`src/rtl/an_sec_decoder_seq.sv`:
```
// Sequential single-error-correcting AN-code decoder: bit-serial division,
// iterative +/-2^k residue search, correction and re-division.
module an_sec_decoder_seq #(
    parameter int A       = 131,
    parameter int A_BITS  = 8,
    parameter int W_BITS  = 61,
    parameter int N_BITS  = 53,
    parameter int LOC_MAX = 60,
    parameter int L_BITS  = 6
) (
    input  logic              clk,
    input  logic              rst,
    input  logic              in_valid,
    output logic              in_ready,
    input  logic [W_BITS-1:0] W,
    output logic              out_valid,
    input  logic              out_ready,
    output logic [N_BITS-1:0] N,
    output logic              err_det,
    output logic              err_corr,
    output logic              err_uncorr,
    output logic              err_sign,
    output logic [L_BITS-1:0] err_loc,
    output logic              n_ovf
);

    localparam int C_BITS = $clog2(W_BITS);

    typedef enum logic [2:0] {
        S_IDLE, S_DIV1, S_EVAL, S_SEARCH, S_CORR, S_DIV2, S_DONE
    } state_t;

    state_t            r_state;
    state_t            w_next;
    logic [W_BITS-1:0] r_w;
    logic [W_BITS-1:0] r_sh;
    logic [A_BITS-1:0] r_rem;
    logic [C_BITS-1:0] r_cnt;
    logic [L_BITS-1:0] r_k;
    logic [A_BITS-1:0] r_p;
    logic              r_in_ready;
    logic              r_out_valid;
    logic [N_BITS-1:0] r_n;
    logic              r_err_det;
    logic              r_err_corr;
    logic              r_err_uncorr;
    logic              r_err_sign;
    logic [L_BITS-1:0] r_err_loc;
    logic              r_n_ovf;

    // r_sh holds the dividend bits still to consume; quotient bits enter at the LSB
    logic [A_BITS:0]   w_trial;
    logic              w_qbit;
    logic [A_BITS-1:0] w_rem_nxt;
    logic [W_BITS-1:0] w_sh_nxt;
    logic              w_div_last;
    logic              w_match_pos;
    logic              w_match_neg;
    logic              w_k_last;
    logic [A_BITS:0]   w_p2;
    logic [A_BITS-1:0] w_p_nxt;
    logic [W_BITS:0]   w_pow;
    logic [W_BITS:0]   w_corr;
    logic              w_range_fail;

    function automatic logic q_ovf(input logic [W_BITS-1:0] q);
        return |q[W_BITS-1:N_BITS];
    endfunction

    assign w_trial      = {r_rem, r_sh[W_BITS-1]};
    assign w_qbit       = (w_trial >= (A_BITS+1)'(A));
    assign w_rem_nxt    = w_qbit ? A_BITS'(w_trial - (A_BITS+1)'(A)) : w_trial[A_BITS-1:0];
    assign w_sh_nxt     = {r_sh[W_BITS-2:0], w_qbit};
    assign w_div_last   = (r_cnt == C_BITS'(0));
    assign w_match_pos  = (r_rem == r_p);
    assign w_match_neg  = (r_rem == (A_BITS'(A) - r_p));
    assign w_k_last     = (r_k == L_BITS'(LOC_MAX));
    assign w_p2         = {r_p, 1'b0};
    assign w_p_nxt      = (w_p2 >= (A_BITS+1)'(A)) ? A_BITS'(w_p2 - (A_BITS+1)'(A)) : w_p2[A_BITS-1:0];
    assign w_pow        = (W_BITS+1)'(1) << r_k;
    // Bit W_BITS catches both a borrow below zero and a carry out of the codeword
    assign w_corr       = r_err_sign ? ({1'b0, r_w} - w_pow) : ({1'b0, r_w} + w_pow);
    assign w_range_fail = w_corr[W_BITS];

    // Next-state decode
    always_comb begin
        w_next = r_state;
        case (r_state)
            S_IDLE:   if (in_valid) w_next = S_DIV1; else w_next = S_IDLE;
            S_DIV1:   if (w_div_last) w_next = S_EVAL; else w_next = S_DIV1;
            S_EVAL:   if (r_rem == A_BITS'(0)) w_next = S_DONE; else w_next = S_SEARCH;
            S_SEARCH: if (w_match_pos || w_match_neg) w_next = S_CORR;
                      else if (w_k_last) w_next = S_DONE;
                      else w_next = S_SEARCH;
            S_CORR:   if (w_range_fail) w_next = S_DONE; else w_next = S_DIV2;
            S_DIV2:   if (w_div_last) w_next = S_DONE; else w_next = S_DIV2;
            S_DONE:   if (out_ready) w_next = S_IDLE; else w_next = S_DONE;
            default:  w_next = S_IDLE;
        endcase
    end

    // State register with registered handshake outputs
    always_ff @(posedge clk) begin
        if (rst) begin
            r_state     <= S_IDLE;
            r_in_ready  <= 1'b1;
            r_out_valid <= 1'b0;
        end else begin
            r_state     <= w_next;
            r_in_ready  <= (w_next == S_IDLE);
            r_out_valid <= (w_next == S_DONE);
        end
    end

    // Datapath: division, residue search, correction and result registers
    always_ff @(posedge clk) begin
        if (rst) begin
            r_w <= '0; r_sh <= '0; r_rem <= '0; r_cnt <= '0; r_k <= '0; r_p <= '0;
            r_n <= '0; r_err_det <= 1'b0; r_err_corr <= 1'b0; r_err_uncorr <= 1'b0;
            r_err_sign <= 1'b0; r_err_loc <= '0; r_n_ovf <= 1'b0;
        end else begin
            case (r_state)
                S_IDLE: begin
                    if (in_valid) begin
                        r_w <= W; r_sh <= W; r_rem <= '0; r_cnt <= C_BITS'(W_BITS-1);
                        r_n <= '0; r_err_det <= 1'b0; r_err_corr <= 1'b0; r_err_uncorr <= 1'b0;
                        r_err_sign <= 1'b0; r_err_loc <= '0; r_n_ovf <= 1'b0;
                    end
                end
                S_DIV1: begin
                    r_sh <= w_sh_nxt; r_rem <= w_rem_nxt; r_cnt <= r_cnt - C_BITS'(1);
                end
                S_EVAL: begin
                    if (r_rem == A_BITS'(0)) begin
                        r_n <= r_sh[N_BITS-1:0]; r_n_ovf <= q_ovf(r_sh);
                    end else begin
                        r_err_det <= 1'b1; r_k <= '0; r_p <= A_BITS'(1);
                    end
                end
                S_SEARCH: begin
                    if (w_match_pos) begin
                        r_err_sign <= 1'b1; r_err_loc <= r_k;
                    end else if (w_match_neg) begin
                        r_err_sign <= 1'b0; r_err_loc <= r_k;
                    end else if (w_k_last) begin
                        r_err_uncorr <= 1'b1; r_n <= r_sh[N_BITS-1:0]; r_n_ovf <= q_ovf(r_sh);
                    end else begin
                        r_k <= r_k + L_BITS'(1); r_p <= w_p_nxt;
                    end
                end
                S_CORR: begin
                    if (w_range_fail) begin
                        r_err_uncorr <= 1'b1; r_n <= r_sh[N_BITS-1:0]; r_n_ovf <= q_ovf(r_sh);
                    end else begin
                        r_sh <= w_corr[W_BITS-1:0]; r_rem <= '0; r_cnt <= C_BITS'(W_BITS-1);
                    end
                end
                S_DIV2: begin
                    r_sh <= w_sh_nxt; r_rem <= w_rem_nxt; r_cnt <= r_cnt - C_BITS'(1);
                    if (w_div_last) begin
                        r_err_corr <= 1'b1; r_n <= w_sh_nxt[N_BITS-1:0]; r_n_ovf <= q_ovf(w_sh_nxt);
                    end
                end
                S_DONE: begin
                    r_n <= r_n;
                end
                default: begin
                    r_n <= r_n;
                end
            endcase
        end
    end

    assign in_ready   = r_in_ready;
    assign out_valid  = r_out_valid;
    assign N          = r_n;
    assign err_det    = r_err_det;
    assign err_corr   = r_err_corr;
    assign err_uncorr = r_err_uncorr;
    assign err_sign   = r_err_sign;
    assign err_loc    = r_err_loc;
    assign n_ovf      = r_n_ovf;

endmodule

```
`config.mk`:
```
export PLATFORM = sky130hd
export DESIGN_NAME = an_sec_decoder_seq
export DESIGN_NICKNAME = d
export VERILOG_FILES = /design/src/rtl/an_sec_decoder_seq.sv
export SDC_FILE = /design/constraint.sdc
export NUM_CORES = 1
export LEC_CHECK = 0
export BUFFER_PORTS_ARGS = -buffer_cell sky130_fd_sc_hd__buf_2
export CAP_MARGIN = 5
export CORE_ASPECT_RATIO = 1.2
export CORE_MARGIN = 4
export CORE_UTILIZATION = 35
export DETAILED_ROUTE_END_ITERATION = 7
export HOLD_SLACK_MARGIN = 0.02
export SLEW_MARGIN = 20
export SYNTH_ARGS = -nofsm -noshare
export SYNTH_HDL_FRONTEND = slang
export SYNTH_SLANG_ARGS = --single-unit
```
`constraint.sdc`:
```
create_clock -name clk -period 19 [get_ports clk]
set_input_delay 1.9 -clock clk [delete_from_list [all_inputs] [get_ports clk]]
set_output_delay 1.9 -clock clk [all_outputs]
set_load 0.01 [all_outputs]
```
=== After elaboration in Yosys (flattened, before gate mapping) ===
Cells that the tools add are included.

* Add/subtract/negate cells: 7
* Mux-type cells: 63
* Magnitude comparators: 2
* Equality and inequality tests: 21
* Shifts and indexed selects: 1
* Reductions and logical operators: 23

{| class="wikitable"
|+ Operators by type and width
! operator !! count
|-
| 53-bit 2-to-1 mux || 7
|-
| 53-bit case mux with 5 select lines || 1
|-
| 61-bit case mux with 3 select lines || 1
|-
| 61-bit 2-to-1 mux || 2
|-
| 8-bit 2-to-1 mux || 8
|-
| 61-bit by 62-bit adder with 62-bit output || 1
|-
| 62-bit 2-to-1 mux || 1
|-
| 1-bit by 6-bit left shift with 62-bit output (first input constant) || 1
|-
| 61-bit by 62-bit subtractor with 62-bit output || 1
|-
| 6-bit 2-to-1 mux || 9
|-
| 6-bit case mux with 2 select lines || 2
|-
| 8-bit case mux with 3 select lines || 1
|-
| 3-bit case mux with 7 select lines || 1
|-
| 2-bit inequality test (second input constant) || 10
|-
| 9-bit by 8-bit >= comparator with 1-bit output (second input constant) || 2
|-
| 6-bit case mux with 3 select lines || 1
|-
| 8-bit == test || 2
|-
| 1-bit 2-to-1 mux || 16
|-
| 8-bit case mux with 2 select lines || 1
|-
| 8-bit OR reduction || 2
|-
| 8-bit subtractor (second input constant) || 2
|-
| 3-bit == test (second input constant) || 4
|-
| 3-bit 2-to-1 mux || 4
|-
| 3-bit AND reduction || 4
|-
| 23 further kinds || 33
|}

* Output and inout port bits: 66
* Bits of input ports: 65
* Register bits after elaboration: 219
* Word-level logic and storage cells: 133

=== Logic depth before layout (Yosys ltp) ===
Gate-level depths: netlist of the first run.

* Depth in word-level cells: 6
* Mapped depth: 30
* Gate-level depth less buffers: 24

=== Worst setup path before layout of the first run ===
No wires, ideal clock.

* Kind: reg2reg
* From: reg r_k[1]
* To: reg r_sh[45]
* Cell stages (with the launch flop): 29
* Path slack: 12746 ps
* Library setup time: 116 ps
* Buffers on the path: 7
* Arrival: 6138 ps
* Data required time: 18884 ps
* Period minus slack after synthesis: 6254 ps
* Cells stage by stage: dfxtp_1 inv_1 ha_1 clkbuf_1 clkbuf_1 nand3_1 ha_1 o31ai_1 nor2_1 o31a_1 o2111a_1 clkbuf_1 and3_1 clkbuf_1 nor3b_1 a21oi_1 a41o_1 ha_1 clkbuf_1 a21o_1 a21o_1 a221oi_1 o21ai_1 a221o_1 o211a_1 or4_1 buf_2 buf_6 a31o_2

* Cells in the longest elaborated chain, start to end: 5

{| class="wikitable"
|+ Ends and longest elaborated chain
! what !! line !! text
|-
| from (decl) || 39 || <nowiki>logic [L_BITS-1:0] r_k;</nowiki>
|-
| from (signal assigned) || 148 || <nowiki>r_k <= r_k + L_BITS'(1); r_p <= w_p_nxt;</nowiki>
|-
| 1-bit by 6-bit left shift with 62-bit output * || 80 || <nowiki>assign w_pow = (W_BITS+1)'(1) << r_k;</nowiki>
|-
| 61-bit by 62-bit adder with 62-bit output or 61-bit by 62-bit subtractor with 62-bit output (tied branches) || 82 || <nowiki>assign w_corr = r_err_sign ? ({1'b0, r_w} - w_pow) : ({1'b0, r_w} + w_pow);</nowiki>
|-
| 62-bit 2-to-1 mux * || 82 ||
|-
| 61-bit 2-to-1 mux or 2-bit inequality test (tied branches) || -- ||
|-
| 61-bit case mux with 3 select lines or 3-bit AND reduction (tied branches) || -- ||
|-
| to (signal assigned) || 131 || <nowiki>r_sh <= w_sh_nxt; r_rem <= w_rem_nxt; r_cnt <= r_cnt - C_BITS'(1);</nowiki>
|-
| to (signal assigned) || 159 || <nowiki>r_sh <= w_sh_nxt; r_rem <= w_rem_nxt; r_cnt <= r_cnt - C_BITS'(1);</nowiki>
|-
| to (decl) || 36 || <nowiki>logic [W_BITS-1:0] r_sh;</nowiki>
|}

Every way passes the cells marked *; elsewhere a longest branch is shown, timed or not. The select of a mux whose other input is x is not followed.
A chain may end at the register's enable or synchronous reset.

=== Worst setup path after layout of the first run ===
* From: reg r_k[2]
* To: reg r_sh[14]

Same word-level chain as after synthesis.

==> results of run 1 <==
## sequential cells by signal, summed over array words and instances (netlist names)
signal,count
err_uncorr,1
r_k,6
r_p,8
err_sign,1
r_sh,61
n_ovf,1
r_cnt,6
err_det,1
r_rem,8
err_loc,6
N,53
out_valid,1
err_corr,1
r_w,61
in_ready,1
r_state,3
## placed cells by master, fill, tap and decap left out, drive strengths merged, types with 12 or more instances in the layout
cell / n
a211oi: 113
a21o: 39
a21oi: 237
a221oi: 12
a222oi: 38
a22oi: 75
a31oi: 32
and2: 13
buf: 158
clkbuf: 35
dfxtp: 219
ha: 72
inv: 37
nand2: 304
nand2b: 16
nand3: 44
nand4: 29
nor2: 253
nor2b: 22
nor3: 43
o21ai: 97
or3: 14
xnor2: 70
xor2: 41
## final timing paths
kind / from / end / slack (ps) / cells after the start
max reg2reg: r_k[2] / r_sh[14] / 10870 / 21
min reg2reg: err_det / err_det / 460 / 2
max: r_k[2] / r_sh[14] / 10870 / 21
min: err_det / err_det / 460 / 2
## per-layer routing
layer / wire length [um] / track usage / up-vias
li1: - / - / 7974
met1: 25600 / 0.308 / 7946
met2: 30200 / 0.428 / 646
met3: 3350 / 0.0232 / 116
met4: 2150 / 0.0767 / 0
met5: 0 / 0 / -
## worst max-delay path, cell delays in order (launching register included)
cell      delay (ps)
dfxtp_1          530
inv_1            220
ha_1             450
nor2_1           360
o21ai_0          320
nand2_1          260
o2111a_1         510
and3_1           430
nor3b_1          590
nor2_1           150
xnor2_1          410
ha_1             420
a21oi_1          220
o21ai_1          120
a221oi_1         510
o21ai_1          120
a221o_1          410
o211a_1          280
nor4_4           450
buf_4            720
o221ai_1         260
a21oi_1          180
## report_power, final
| part | internal, mW | switching, mW |
|---|---|---|
| logic | 0.133 | 0.245 |
| clock network | 0.293 | 0.207 |
| registers | 0.524 | 0.0557 |
| total | 0.951 | 0.508 |
## area by class of cell
cell class,count,area [um2]
Fill cell,4692,26700
Inverter,34,128
Multi-Input combinational cell,1738,10600
Timing Repair Buffer,158,867
Tap cell,559,699
Clock inverter,9,113
Clock buffer,35,723
Sequential cell,219,4390
## through the flow
stage	hold slack, ps	cells	cell area (um2)	total power, mW
floorplan	436	2174	15800	0.839
global placement	444	2708	16600	0.958
CTS	458	2752	17500	1.47
finish	458	2752	17500	1.46
detailed placement	448	2708	16600	0.965
global route	480	2752	17500	1.53
## cell families after synthesis
family / count (synthesis)
buffers and inverters: 217
multiplexers: 9
flip-flops: 219
AND/OR/NAND/NOR: 792
XOR/XNOR: 111
AO/OA/AOI/OAI: 753
adder cells (fa/ha/maj): 73
==> results.cfg, run 1 <==
[synth]
synth_fa_ha_area_frac = 0.0584
ys_ff_latch = 219
netlist-cell-type-count = 80
synth_simple_gate_area_frac = 0.223
synth-xor-area-share = 0.0617
avgSynthCellArea_um2 = 7.25
synth-main-ff-cell = dfxtp_1
synth_top_cells_by_count = nand2_1 (304), nor2_1 (253), a21oi_1 (236)
yosysWarnings = 0
yosys.area.top_type = dfxtp_1
yosysMostFrequentCell = nand2_1
synthTopCellsByArea = dfxtp_1 (28%), a21oi_1 (7.5%), nand2_1 (7.2%)
synth-compound-area-share = 0.319
syn_area_um2 = 15800
synth_top_family_by_area = compound AO/OA/AOI/OAI gates
synth_cells = 2174
synthMuxAreaShare = 0.00580
synth_top_area_frac = 0.278
synth_nets = 2312
synth_edf_count = 0
yosysSeqAreaShare = 0.278
async_flop_share = 0

[final_layout]
area_delta_synth_final_pct = 10.9
final_nets = 2314
drive_gt1_frac = 0.105
final_util = 0.396
antenna-diode-count = 0

[cts]
cts.repair.resized = 0
cts_sinks = 219
htree_levels = 1
path_clk_slew_ps = 60
cts_tree = done
numCtsBuffers = 25
post_cts_buffers = 0
clock_path_buffers = 3
cts-hold-fix-buffers = 0
clk_latency_ps = 550
cts_root_buf = clkbuf_16

[worst_setup_path]
cp_max_fo = 84
crit_path_end_kind = register
cp.arrival_ps = 8610
startpoint_type = register
critPathRequiredTime_ps = 19480
crit_type = reg -> reg

[run]
cap_violations = 0

[placement]
port_buffers = 130
place_hpwl_mm = 45.9
pre_cts_ws_ps = 11070
gp_congestion = 0.947

[power]
peakVddDrop_mv = 0.0705
leakagePower_nw = 6.95
p_per_area_nw_per_um2 = 83.5

[floorplanning]
ios = 131
core_area_um2 = 44100
fp.dieArea_um2 = 48500
die_y_um = 240
die_w_um = 202
start_util = 0.357
rows = 84

[global_routing]
grt_max_degree = 101
globalRouteOverflowTotal = 0
grt_pass1_vias = 15685
antenna_found_initial = 0
groute.usage.overall = 0.241
grt_pass1_wl_mm = 93.4

[timing]
finalSetupViolCount = 0
fin_skew_ps = 9.50
final_hold_viol_count = 0
worstMarginPinSlew_ps = 1130
final.setup.worst_slack_ps = 10870
fmax_ghz = 0.123
finalCritPeriodShare = 0.428
final_max_slew_viol_count = 0
tns_ps = 0
rsz0062_at_grt = no
max-slew-margin-rel = 0.243
period_needed_ps = 8130

[routing]
post-route-drc-count = 15
wire_per_inst_um = 22.3
via_per_inst = 6.06
vias = 16682
drt_iter0_drc = 1616
firstDrtPassIters = 8
antenna_left = 0
routed_wirelength_mm = 61.3

[run_status]
violations = design-rule violations
status = finished, violations left

[worst_hold_path]
holdCritPathClass = reg -> reg
(Power assumes the default switching activity.)
==> inputs of run 2 (changes only) <==
Clock period 19 ns to 6.65 ns, I/O delays scaled along.
==> results.cfg, run 2 (synthesized netlist as in run 1, its figures left out) <==
[final_layout]
multi_input_area_um2 = 10600
final_util = 0.412
nFillCells = 4630
layout_commonest_cell = nand2_1
antenna-diode-count = 0
drive_gt1_frac = 0.145
area_delta_synth_final_pct = 15.5
final_nets = 2398
seq_area_um2 = 4390
layout_common_cells = nand2_1 (304), nor2_1 (252), a21oi_1 (233), dfxtp_1 (217), buf_2 (129)

[floorplanning]
ios = 131
core_area_um2 = 44100
die_y_um = 240
fp.dieArea_um2 = 48500
start_util = 0.357
rows = 84
die_w_um = 202

[routing]
firstDrtPassIters = 8
routed_wirelength_mm = 63.5
post-route-drc-count = 7
via_per_inst = 6.00
antenna_left = 0
vias = 17003
drt_iter0_drc = 1500
wire_per_inst_um = 22.4

[placement]
port_buffers = 130
pre_cts_ws_ps = 121
gp_congestion = 0.985
place_hpwl_mm = 48.7

[worst_setup_path]
rrSetupSlack_ps = 370
reg2reg_from = r_k[1]
r2r_cells = 23
critPathRequiredTime_ps = 7050
startpoint_type = register
cp.arrival_ps = 6690
reg2reg_to = r_sh[55]
crit_path_end_kind = register
cp_max_fo = 14
crit_type = reg -> reg

[global_routing]
antenna_found_initial = 1
groute.usage.overall = 0.250
globalRouteOverflowTotal = 0
grt_pass1_wl_mm = 97.4
grt_max_degree = 96
grt_pass1_vias = 16425

[worst_hold_path]
holdCritStartpoint = W[55]
holdPathEnd = r_w[55]
holdCritPathClass = in -> reg
hold_path_depth = 3

[timing]
final_max_slew_viol_count = 0
final.setup.worst_slack_ps = 366
tns_ps = 0
rsz0062_at_grt = no
fmax_ghz = 0.159
finalCritPeriodShare = 0.945
max-slew-margin-rel = 0.292
finalSetupViolCount = 0
final_hold_viol_count = 0
fin_skew_ps = 12.5
period_needed_ps = 6280
worstMarginPinSlew_ps = 1060

[run_status]
violations = design-rule violations
status = finished, violations left

[power]
p_per_area_nw_per_um2 = 231
finalPower_mw = 4.20
peakVddDrop_mv = 0.160
leakagePower_nw = 7.39

[cts]
clk_latency_ps = 550
numCtsBuffers = 26
cts_sinks = 219
htree_levels = 1
cts_tree = done
cts_root_buf = clkbuf_16
path_clk_slew_ps = 60
clock_path_buffers = 3

[run]
cap_violations = 0
==> run 2: cell count changes in the layout (fill, tap and decap cells not counted), moves of 2 or more <==
cell,previous run,this run
buf_4,28,106
buf_12,0,5
clkinv_2,3,7
a21oi_1,236,233
a21oi_2,1,4
clkinv_4,1,4
ha_1,72,69
ha_2,0,3
bufinv_16,2,0
clkbuf_1,4,2
clkbuf_16,25,27
inv_6,2,0
nor3b_1,4,2
==> run 2: timing repair <==
action | in CTS | in global routing
hold buffers | 0 | 0
gates resized for setup | 0 | 15
setup buffers | 0 | 1
endpoints found under the setup margin | 0 | 125
==> run 2: final cells by class <==
| type | count | share of cell area |
|---|---|---|
| Clock buffer | 34 | 0.0413 |
| Clock inverter | 11 | 0.00385 |
| Inverter | 34 | 0.00701 |
| Multi-Input combinational cell | 1738 | 0.583 |
| Sequential cell | 219 | 0.241 |
| Tap cell | 559 | 0.0384 |
| Timing Repair Buffer | 241 | 0.0853 |
==> run 2: per-stage QoR <==
step	std cells	hold slack [ps]	area (um2)
final	2836	369	18200
after global routing	2836	363	18200
after CTS	2835	343	18100
after detailed placement	2790	447	17300
after global placement	2790	441	17300
after floorplan	2174	436	15800
==> run 2: per-layer routing <==
metal | vias up | part of all wire | global-route usage
li1 | 8155 | - | -
met2 | 612 | 0.50 | 0.450
met5 | - | 0 | 0
met3 | 119 | 0.053 | 0.0243
met4 | 0 | 0.033 | 0.0804
met1 | 8117 | 0.42 | 0.316
==> run 2: worst max path at each step <==
| stage | startpoint | to | slack [ps] | cells after the start |
|---|---|---|---|---|
| 5_1_grt | r_k[1] | r_sh[59] | 3 | 27 |
| 2_1_floorplan | r_k[1] | r_sh[45] | 400 | 28 |
| 3_5_place_dp | r_k[0] | r_sh[55] | 120 | 25 |
| 3_3_place_gp | r_k[0] | r_sh[59] | 70 | 25 |
| 4_1_cts | r_k[0] | r_sh[55] | 80 | 25 |
| 6_report | r_k[1] | r_sh[55] | 370 | 23 |
==> run 2: critical path, cell delays in order, from the launching register on <==
cell	delay (ps)
dfxtp_1	440
inv_1	100
ha_1	290
buf_4	200
nor2_1	210
o32ai_1	170
a2111oi_2	350
o21a_2	230
buf_4	150
and2_1	230
and3_1	280
a21oi_1	110
xnor2_1	380
ha_1	390
and3_1	220
a221o_1	330
a21oi_2	160
o21ai_1	80
a221o_1	390
o211a_1	270
or4_1	580
buf_4	230
a221oi_1	240
a211oi_1	120
==> run 2: report_power, final <==
group,total [mW],internal (mW),leakage [nW],switching [mW]
Clock,1.39,0.793,0.415,0.592
Combinational,1.16,0.435,5.18,0.723
Sequential,1.66,1.50,1.80,0.159
Total,4.20,2.73,7.39,1.47
